$ cat src/rtl/vga_vram_arbiter.sv
// Shares one synchronous single-port video RAM between the VGA scan-out path
// and a CPU port; display fetches take the port every fourth visible cycle.
module vga_vram_arbiter (
    input  logic        clk,
    input  logic        rst_n,
    input  logic        h_blank,
    input  logic        v_blank,
    input  logic        v_blank_end,
    input  logic        cpu_req,
    input  logic        cpu_we,
    input  logic [13:0] cpu_addr,
    input  logic [7:0]  cpu_wdata,
    output logic        cpu_ack,
    output logic [7:0]  cpu_rdata,
    output logic [13:0] ram_addr,
    output logic        ram_we,
    output logic [7:0]  ram_wdata,
    input  logic [7:0]  ram_rdata,
    output logic [1:0]  pix_data,
    output logic        pix_valid,
    output logic [1:0]  dbg_state
);

    // CPU handshake: cpu_req is a level request that may be held or dropped
    // after the issue cycle; cpu_ack pulses once, and cpu_rdata is valid with it.
    typedef enum logic [1:0] {
        ST_IDLE = 2'd0,
        ST_WAIT = 2'd1,
        ST_ACK  = 2'd2
    } cpu_state_e;

    cpu_state_e  state_q, state_d;
    logic [7:0]  col_q, col_d;
    logic [1:0]  sub_q, sub_d;
    logic [13:0] row_base_q, row_base_d;
    logic        h_blank_q;
    logic        disp_load_q;
    logic [7:0]  shift_q, shift_d;
    logic [1:0]  vis_q;
    logic [7:0]  cpu_rdata_q, cpu_rdata_d;

    logic        visible;
    logic        disp_slot;
    logic        line_end;
    logic [13:0] disp_addr;

    assign visible   = !h_blank && !v_blank;
    assign disp_slot = visible && (col_q[1:0] == 2'd0);
    assign line_end  = h_blank && !h_blank_q && !v_blank;
    assign disp_addr = row_base_q + {8'd0, col_q[7:2]};

    assign cpu_rdata = cpu_rdata_q;
    assign pix_data  = shift_q[7:6];
    assign pix_valid = vis_q[1];
    assign dbg_state = state_q;

    // Scan position, line/row tracking and the pixel shifter.
    always_comb begin
        col_d      = visible ? col_q + 8'd1 : 8'd0;
        sub_d      = sub_q;
        row_base_d = row_base_q;
        if (v_blank_end) begin
            sub_d      = 2'd0;
            row_base_d = 14'd0;
        end else if (line_end) begin
            sub_d = sub_q + 2'd1;
            if (sub_q == 2'd3) begin
                row_base_d = row_base_q + 14'd64;
            end
        end
        shift_d = disp_load_q ? ram_rdata : {shift_q[5:0], 2'b00};
    end

    // CPU FSM and RAM port mux; the display slot always owns the port.
    always_comb begin
        state_d     = state_q;
        cpu_rdata_d = cpu_rdata_q;
        cpu_ack     = 1'b0;
        ram_addr    = 14'd0;
        ram_we      = 1'b0;
        ram_wdata   = 8'd0;
        if (disp_slot) begin
            ram_addr = disp_addr;
        end
        case (state_q)
            ST_IDLE: begin
                if (cpu_req && !disp_slot) begin
                    ram_addr  = cpu_addr;
                    ram_we    = cpu_we;
                    ram_wdata = cpu_wdata;
                    state_d   = ST_WAIT;
                end
            end
            ST_WAIT: begin
                cpu_rdata_d = ram_rdata;
                state_d     = ST_ACK;
            end
            ST_ACK: begin
                cpu_ack = 1'b1;
                state_d = ST_IDLE;
            end
            default: state_d = ST_IDLE;
        endcase
    end

    always_ff @(posedge clk or negedge rst_n) begin
        if (!rst_n) begin
            state_q     <= ST_IDLE;
            col_q       <= 8'd0;
            sub_q       <= 2'd0;
            row_base_q  <= 14'd0;
            h_blank_q   <= 1'b1;
            disp_load_q <= 1'b0;
            shift_q     <= 8'd0;
            vis_q       <= 2'b00;
            cpu_rdata_q <= 8'd0;
        end else begin
            state_q     <= state_d;
            col_q       <= col_d;
            sub_q       <= sub_d;
            row_base_q  <= row_base_d;
            h_blank_q   <= h_blank;
            disp_load_q <= disp_slot;
            shift_q     <= shift_d;
            vis_q       <= {vis_q[0], visible};
            cpu_rdata_q <= cpu_rdata_d;
        end
    end

endmodule

$ cat config.mk
export PLATFORM = sky130hd
export DESIGN_NAME = vga_vram_arbiter
export DESIGN_NICKNAME = d
export VERILOG_FILES = /design/src/rtl/vga_vram_arbiter.sv
export SDC_FILE = /design/constraint.sdc
export NUM_CORES = 1
export LEC_CHECK = 0
export BUFFER_PORTS_ARGS = -buffer_cell sky130_fd_sc_hd__buf_2
export CORE_ASPECT_RATIO = 1.5
export CORE_MARGIN = 4
export CORE_UTILIZATION = 30
export DETAILED_ROUTE_END_ITERATION = 8
export GPL_TIMING_DRIVEN = 0
export SLEW_MARGIN = 20
export SYNTH_ARGS = -nofsm -noshare
export SYNTH_HDL_FRONTEND = slang
export SYNTH_SLANG_ARGS = --single-unit
$ cat constraint.sdc
create_clock -name clk -period 2.7 [get_ports clk]
set_input_delay 0.135 -clock clk [delete_from_list [all_inputs] [get_ports clk]]
set_output_delay 0.135 -clock clk [all_outputs]
set_load 0.05 [all_outputs]
==> flow_summary.toml, run 1 <==
[run_status]
outcome = "finished clean"

[sta]
max_slew.worst_pin.slew_ps = 883.8
min_period_over_period_pct = 91.44
maxSlewViolCount = 0
rsz0062_at_grt = "false"
fin_setup_tns_ps = 0
fmax_ghz = 0.4051
min_period_ps = 2469
slew_headroom_pct = 41.08
hold_viol_final = 0
finalSetupViolCount = 0
finClkSkew_ps = 6.808
timing.final.ws_setup_ps = 231.2

[routing]
ant_nets = 0
routed.top_layer = "met4"
drt_iter0_drc = 52
met3_length_um = 251
firstDrtPassIters = 4
vias = 1514
wl_mm = 4.318
via_per_inst = 4.746
wl_met2_mm = 2.290
remaining_drc_errors = 0
wl_per_cell_um = 13.54
wl_met1_mm = 1.683

[synthesis]
ys_async_sr_fraction_pct = 100.0
synth.most_common_cell = "dfrtp_1"
synthCells = 162
avgSynthCellArea_um2 = 11.60
syn_area_mm2 = 0.001879
yosysWarnings = 0
ys.flop_type = "dfrtp_1"
synth_seq_cells = 40
synth_area_leaders = "dfrtp_1 52%, mux2_2 9.6%, a22o_1 6.5%"
syn_nets = 203
synthTopCellsByCount = "39 x dfrtp_1, 16 x mux2_2, 14 x a22o_1, 12 x and2_1, 9 x nor2_1"
yosysTopAreaCell = "dfrtp_1"
synth_top_area_share_pct = 51.93
synth_edf_count = 0
synth-seq-area-share_pct = 53.33
synth_cell_types = 32

[clock_tree]
cts_tree = "yes"
cts.sink_count = 40
clk_pin_slew_ps = 80
cts_root_buf = "clkbuf_8"
htreeDepth = 2
postCtsSetupBuffers = 0
clock_latency_ps = 300
clock_path_buffers = 2
numCtsBuffers = 5

[global_route]
grt_max_degree = 41
gr-total-overflow = 0
antenna_found_initial = 0
grt_pass1_vias = 1588
grt_first_pass_wirelength_mm = 7.486
grt_usage_pct = 12.47

[setup_path]
cp_slowest_stage_delay_ps = 470
cp.arrival_ps = 2330
endpoint_kind = "output pin"
reg2reg_depth = 4
worstPathCellList = "inv_1, ha_1, nor3b_2, clkbuf_1, a22o_1, buf_2"
crit_path_start_kind = "flop"
cp_data_required_time_ps = 2570
path_class = "reg2out"
worst_path_max_delay_cell = "nor3b_2"
cp_max_fo = 10

[placement]
dpl.cell_count = 309
routabilityCongestion = 0.7459
io_buffers = 73
dp_hpwl_mm = 3.207
dp_slack_ps = 252.7

[power_and_ir_drop]
powerDensity_mw_per_mm2 = 691.4
peakVddDrop_mv = 0.3324
p_total_uw = 1716
p_leak_uw = 0.001249

[die]
start_util_pct = 30.65
fp.coreArea_mm2 = 0.006131
io_pins = 74
die-area_mm2 = 0.007621
rows = 35
die_w_um = 72.63
fp.dieH_um = 104.9

[final_layout]
antenna_cells = 0
nFillCells = 632
drive_gt1_share_pct = 43.67
final_nets = 285
layout.cells.non_filler = 319
area_growth_pct = 32.09

[min_path]
hold_depth = 2
hold_class = "in2reg"

[run]
drv_cap = 0
## kinds of logic (layout without fill, tap and decap cells)
kind of cell    after synthesis  after routing  synth area share (%)
mux                          17             17                 10.12
fa+ha+maj                     4              4                 2.663
compound gates               29             29                 10.79
buf+inv                      15             98                 3.795
flops                        40             40                 53.33
simple gates                 52             52                 16.98
xor+xnor                      5              5                 2.331
## per-layer routing
metal  up-vias  GRT usage, %
met2        51         21.58
met1       717         14.79
li1        739             -
met3         7         2.214
met5         -             0
met4         0         5.145
## cells in the final DEF (no fill, tap or decap), types with 2 or more instances in the layout
| cell type | n |
|---|---|
| inv_1 | 5 |
| a21oi_1 | 8 |
| xnor2_1 | 2 |
| ha_1 | 4 |
| buf_4 | 2 |
| o31ai_1 | 2 |
| nor2b_1 | 3 |
| or4_1 | 2 |
| nand3_1 | 3 |
| clkbuf_8 | 5 |
| clkbuf_1 | 6 |
| or3_1 | 4 |
| mux2_2 | 16 |
| nor2_1 | 9 |
| a22o_1 | 14 |
| nand2_1 | 5 |
| o21ai_0 | 5 |
| nand4_1 | 5 |
| and2_1 | 12 |
| buf_2 | 73 |
| dfrtp_1 | 39 |
| dlygate4sd3_1 | 2 |
| xor2_1 | 3 |
## registers in the layout, indices dropped and copies added, names as in the netlist
register,flops
col_q,8
cpu_rdata,8
dbg_state,2
disp_load_q,1
h_blank_q,1
row_base_q,8
shift_q,8
sub_q,2
vis_q,2
## worst max-delay path, delay by kind of cell, from the launching register on
family	cells	cell delay, ps
adders and majority gates	1	130
DFF	1	430
and+or+nand+nor	1	470
AOI/OAI and AO/OA	1	220
buffers and inverters	3	780
## repair_timing
item,4_1_cts,5_1_grt
endpoints found under the hold margin,40,0
gates cloned,0,0
pin swaps,0,0
setup endpoints to repair,10,19
gates resized for setup,1,1
hold buffers,2,0
## area by class of cell
cell class                      count  area, um2  area share, %
Buffer                             10      53.80          2.167
Inverter                            5      18.77         0.7560
Tap cell                           74      92.59          3.730
Clock buffer                        5      68.82          2.772
Timing Repair Buffer               75      385.4          15.52
Multi-Input combinational cell    107      814.5          32.81
Sequential cell                    40       1002          40.37
Clock inverter                      3      46.29          1.865
## metrics by stage
step / utilization [%] / hold WS (ps) / cell area, um2
after CTS: 40.35 / 58.45 / 2474
after detailed placement: 38.12 / 295.6 / 2337
after global routing: 40.49 / 67.90 / 2482
after floorplan: - / -160.6 / 1879
final: 40.49 / 69.39 / 2482
after global placement: 38.12 / 291.8 / 2337
## power by group
group          internal (uW)  leakage (uW)  switching [uW]
clock network            278     0.0000548             223
logic                    148      0.000670             380
registers                659      0.000524            28.0
## path summary, 6_finish.rpt
kind	startpoint	to	slack [ps]
max	col_q[0]	ram_addr[4]	230
min	ram_rdata[0]	shift_q[0]	70
max reg2reg	col_q[0]	disp_load_q	980
min reg2reg	vis_q[0]	vis_q[1]	350
max in group asynchronous	rst_n	row_base_q[12]	1650
min in group asynchronous	rst_n	cpu_rdata[6]	490
Power figures use the tool's default switching activity.
==> run 2: changes to the inputs <==
clock period = 2.5 ns   (was 2.7 ns; I/O delays follow)
==> run 2 against run 1 <==
  * First-iteration DRC count rose by 46%
  * Critical path depth is 1 higher
  * Sequential cell count is the same
  * Total power increased by 8.3%
  * Highest routed layer unchanged
  * Via count increased by 0.79%
  * Sequential power grew 8.0%
  * Clock power up 8.4%
  * Hold slack worse by 10 ps
  * Sequential share of layout area fell by 0.20 points
  * Utilization rose by 0.20 points
==> flow_summary.toml, run 2 (synthesis gave the netlist of run 1 again) <==
[run_status]
outcome = "finished clean"

[die]
fp.dieH_um = 104.9
rows = 35
die-area_mm2 = 0.007621
start_util_pct = 30.65
die_w_um = 72.63
io_pins = 74
fp.coreArea_mm2 = 0.006131

[sta]
maxSlewViolCount = 0
hold_viol_final = 0
timing.final.ws_setup_ps = 166.9
min_period_over_period_pct = 93.32
fin_setup_tns_ps = 0
fmax_ghz = 0.4286
finClkSkew_ps = 6.868
fin_hold_ws_ps = 59.33
min_period_ps = 2333
rsz0062_at_grt = "false"
finalSetupViolCount = 0
max_slew.worst_pin.slew_ps = 882.3
slew_headroom_pct = 41.18

[placement]
routabilityCongestion = 0.7459
placed_cell_area_mm2 = 0.002337
io_buffers = 73
dp_hpwl_mm = 3.207
dp_slack_ps = 62.66

[routing]
ant_nets = 0
wl_per_cell_um = 13.53
wl_mm = 4.330
drt_iter0_drc = 76
remaining_drc_errors = 0
vias = 1526
firstDrtPassIters = 4
via_per_inst = 4.769

[setup_path]
cp_max_fo = 10
rr_endpoint = "row_base_q[11]"
endpoint_kind = "output pin"
reg2reg_depth = 4
path_class = "reg2out"
cp_data_required_time_ps = 2380
crit_path_start_kind = "flop"
reg2reg_slack_ps = 890
cp.arrival_ps = 2210
r2r-start = "h_blank_q"

[final_layout]
area_growth_pct = 32.76
antenna_cells = 0
final_common_cell = "buf_2"
fin_util_pct = 40.69
most-common-layout-cells = "73 x buf_2, 39 x dfrtp_1, 16 x mux2_2"
final_nets = 286
nFillCells = 633
drive_gt1_share_pct = 44.72
final_design_area_no_fill_mm2 = 0.002495

[clock_tree]
numCtsBuffers = 5
cts.sink_count = 40
htreeDepth = 2
clock_latency_ps = 300
clock_path_buffers = 2
cts_tree = "yes"
clk_pin_slew_ps = 80
cts_root_buf = "clkbuf_8"

[global_route]
grt_max_degree = 41
grt_pass1_vias = 1587
antenna_found_initial = 0
grt_first_pass_wirelength_mm = 7.486
gr-total-overflow = 0
grt_usage_pct = 12.49

[min_path]
min_to = "shift_q[0]"
hold_class = "in2reg"
min-delay-start = "ram_rdata[0]"
hold_depth = 2

[power_and_ir_drop]
powerDensity_mw_per_mm2 = 745.3
p_leak_uw = 0.001261
peakVddDrop_mv = 0.3591

[run]
drv_cap = 0
[run 2: worst max-delay path: stages (launching register included)]
cell,delay [ps]
dfrtp_1,420
inv_1,60
ha_1,190
nor3b_2,210
nor4b_4,390
buf_4,250
a22o_1,140
buf_2,250
[run 2: what timing repair did]
| item | 4_1_cts | 5_1_grt |
|---|---|---|
| setup endpoints to repair | 19 | 19 |
| pin swaps | 0 | 1 |
| resized for setup | 3 | 5 |
| endpoints found under the hold margin | 40 | 0 |
| buffers inserted | 0 | 1 |
| hold buffers | 2 | 0 |
[run 2: per-stage QoR]
| step | instances | total power (uW) |
|---|---|---|
| global route | 320 | 1954 |
| floorplan | 162 | 1173 |
| global placement | 309 | 1321 |
| CTS | 319 | 1888 |
| detailed placement | 309 | 1327 |
| finish | 320 | 1859 |
[run 2: layer usage]
layer	GRT usage (%)	share of wire [%]	vias up
li1	-	-	740
met1	14.73	38	724
met2	21.71	54	55
met3	2.214	6.5	7
met4	5.145	2.1	0
met5	0	0	-
[run 2: layout make-up]
class	count	area [um2]	area share, %
Buffer	10	58.81	2.357
Multi-Input combinational cell	107	814.5	32.65
Tap cell	74	92.59	3.711
Timing Repair Buffer	76	392.9	15.75
Clock buffer	5	68.82	2.758
Sequential cell	40	1002	40.17
Inverter	5	18.77	0.7523
Clock inverter	3	46.29	1.856
[run 2: how the worst max path moves through the flow]
stage / slack [ps] / end / depth (start not counted) / startpoint
after floorplan: 410 / ram_addr[10] / 6 / col_q[0]
after global placement: 40 / ram_addr[3] / 7 / col_q[0]
after detailed placement: 60 / ram_addr[4] / 7 / col_q[0]
after CTS: 30 / ram_addr[3] / 7 / col_q[0]
after global routing: 10 / ram_wdata[1] / 7 / col_q[0]
final: 170 / ram_addr[3] / 7 / col_q[0]
[run 2: power by group]
part	internal [uW]	switching (uW)	leakage, uW
Sequential	712	30.3	0.000524
Combinational	164	411	0.000682
Clock	301	242	0.0000548
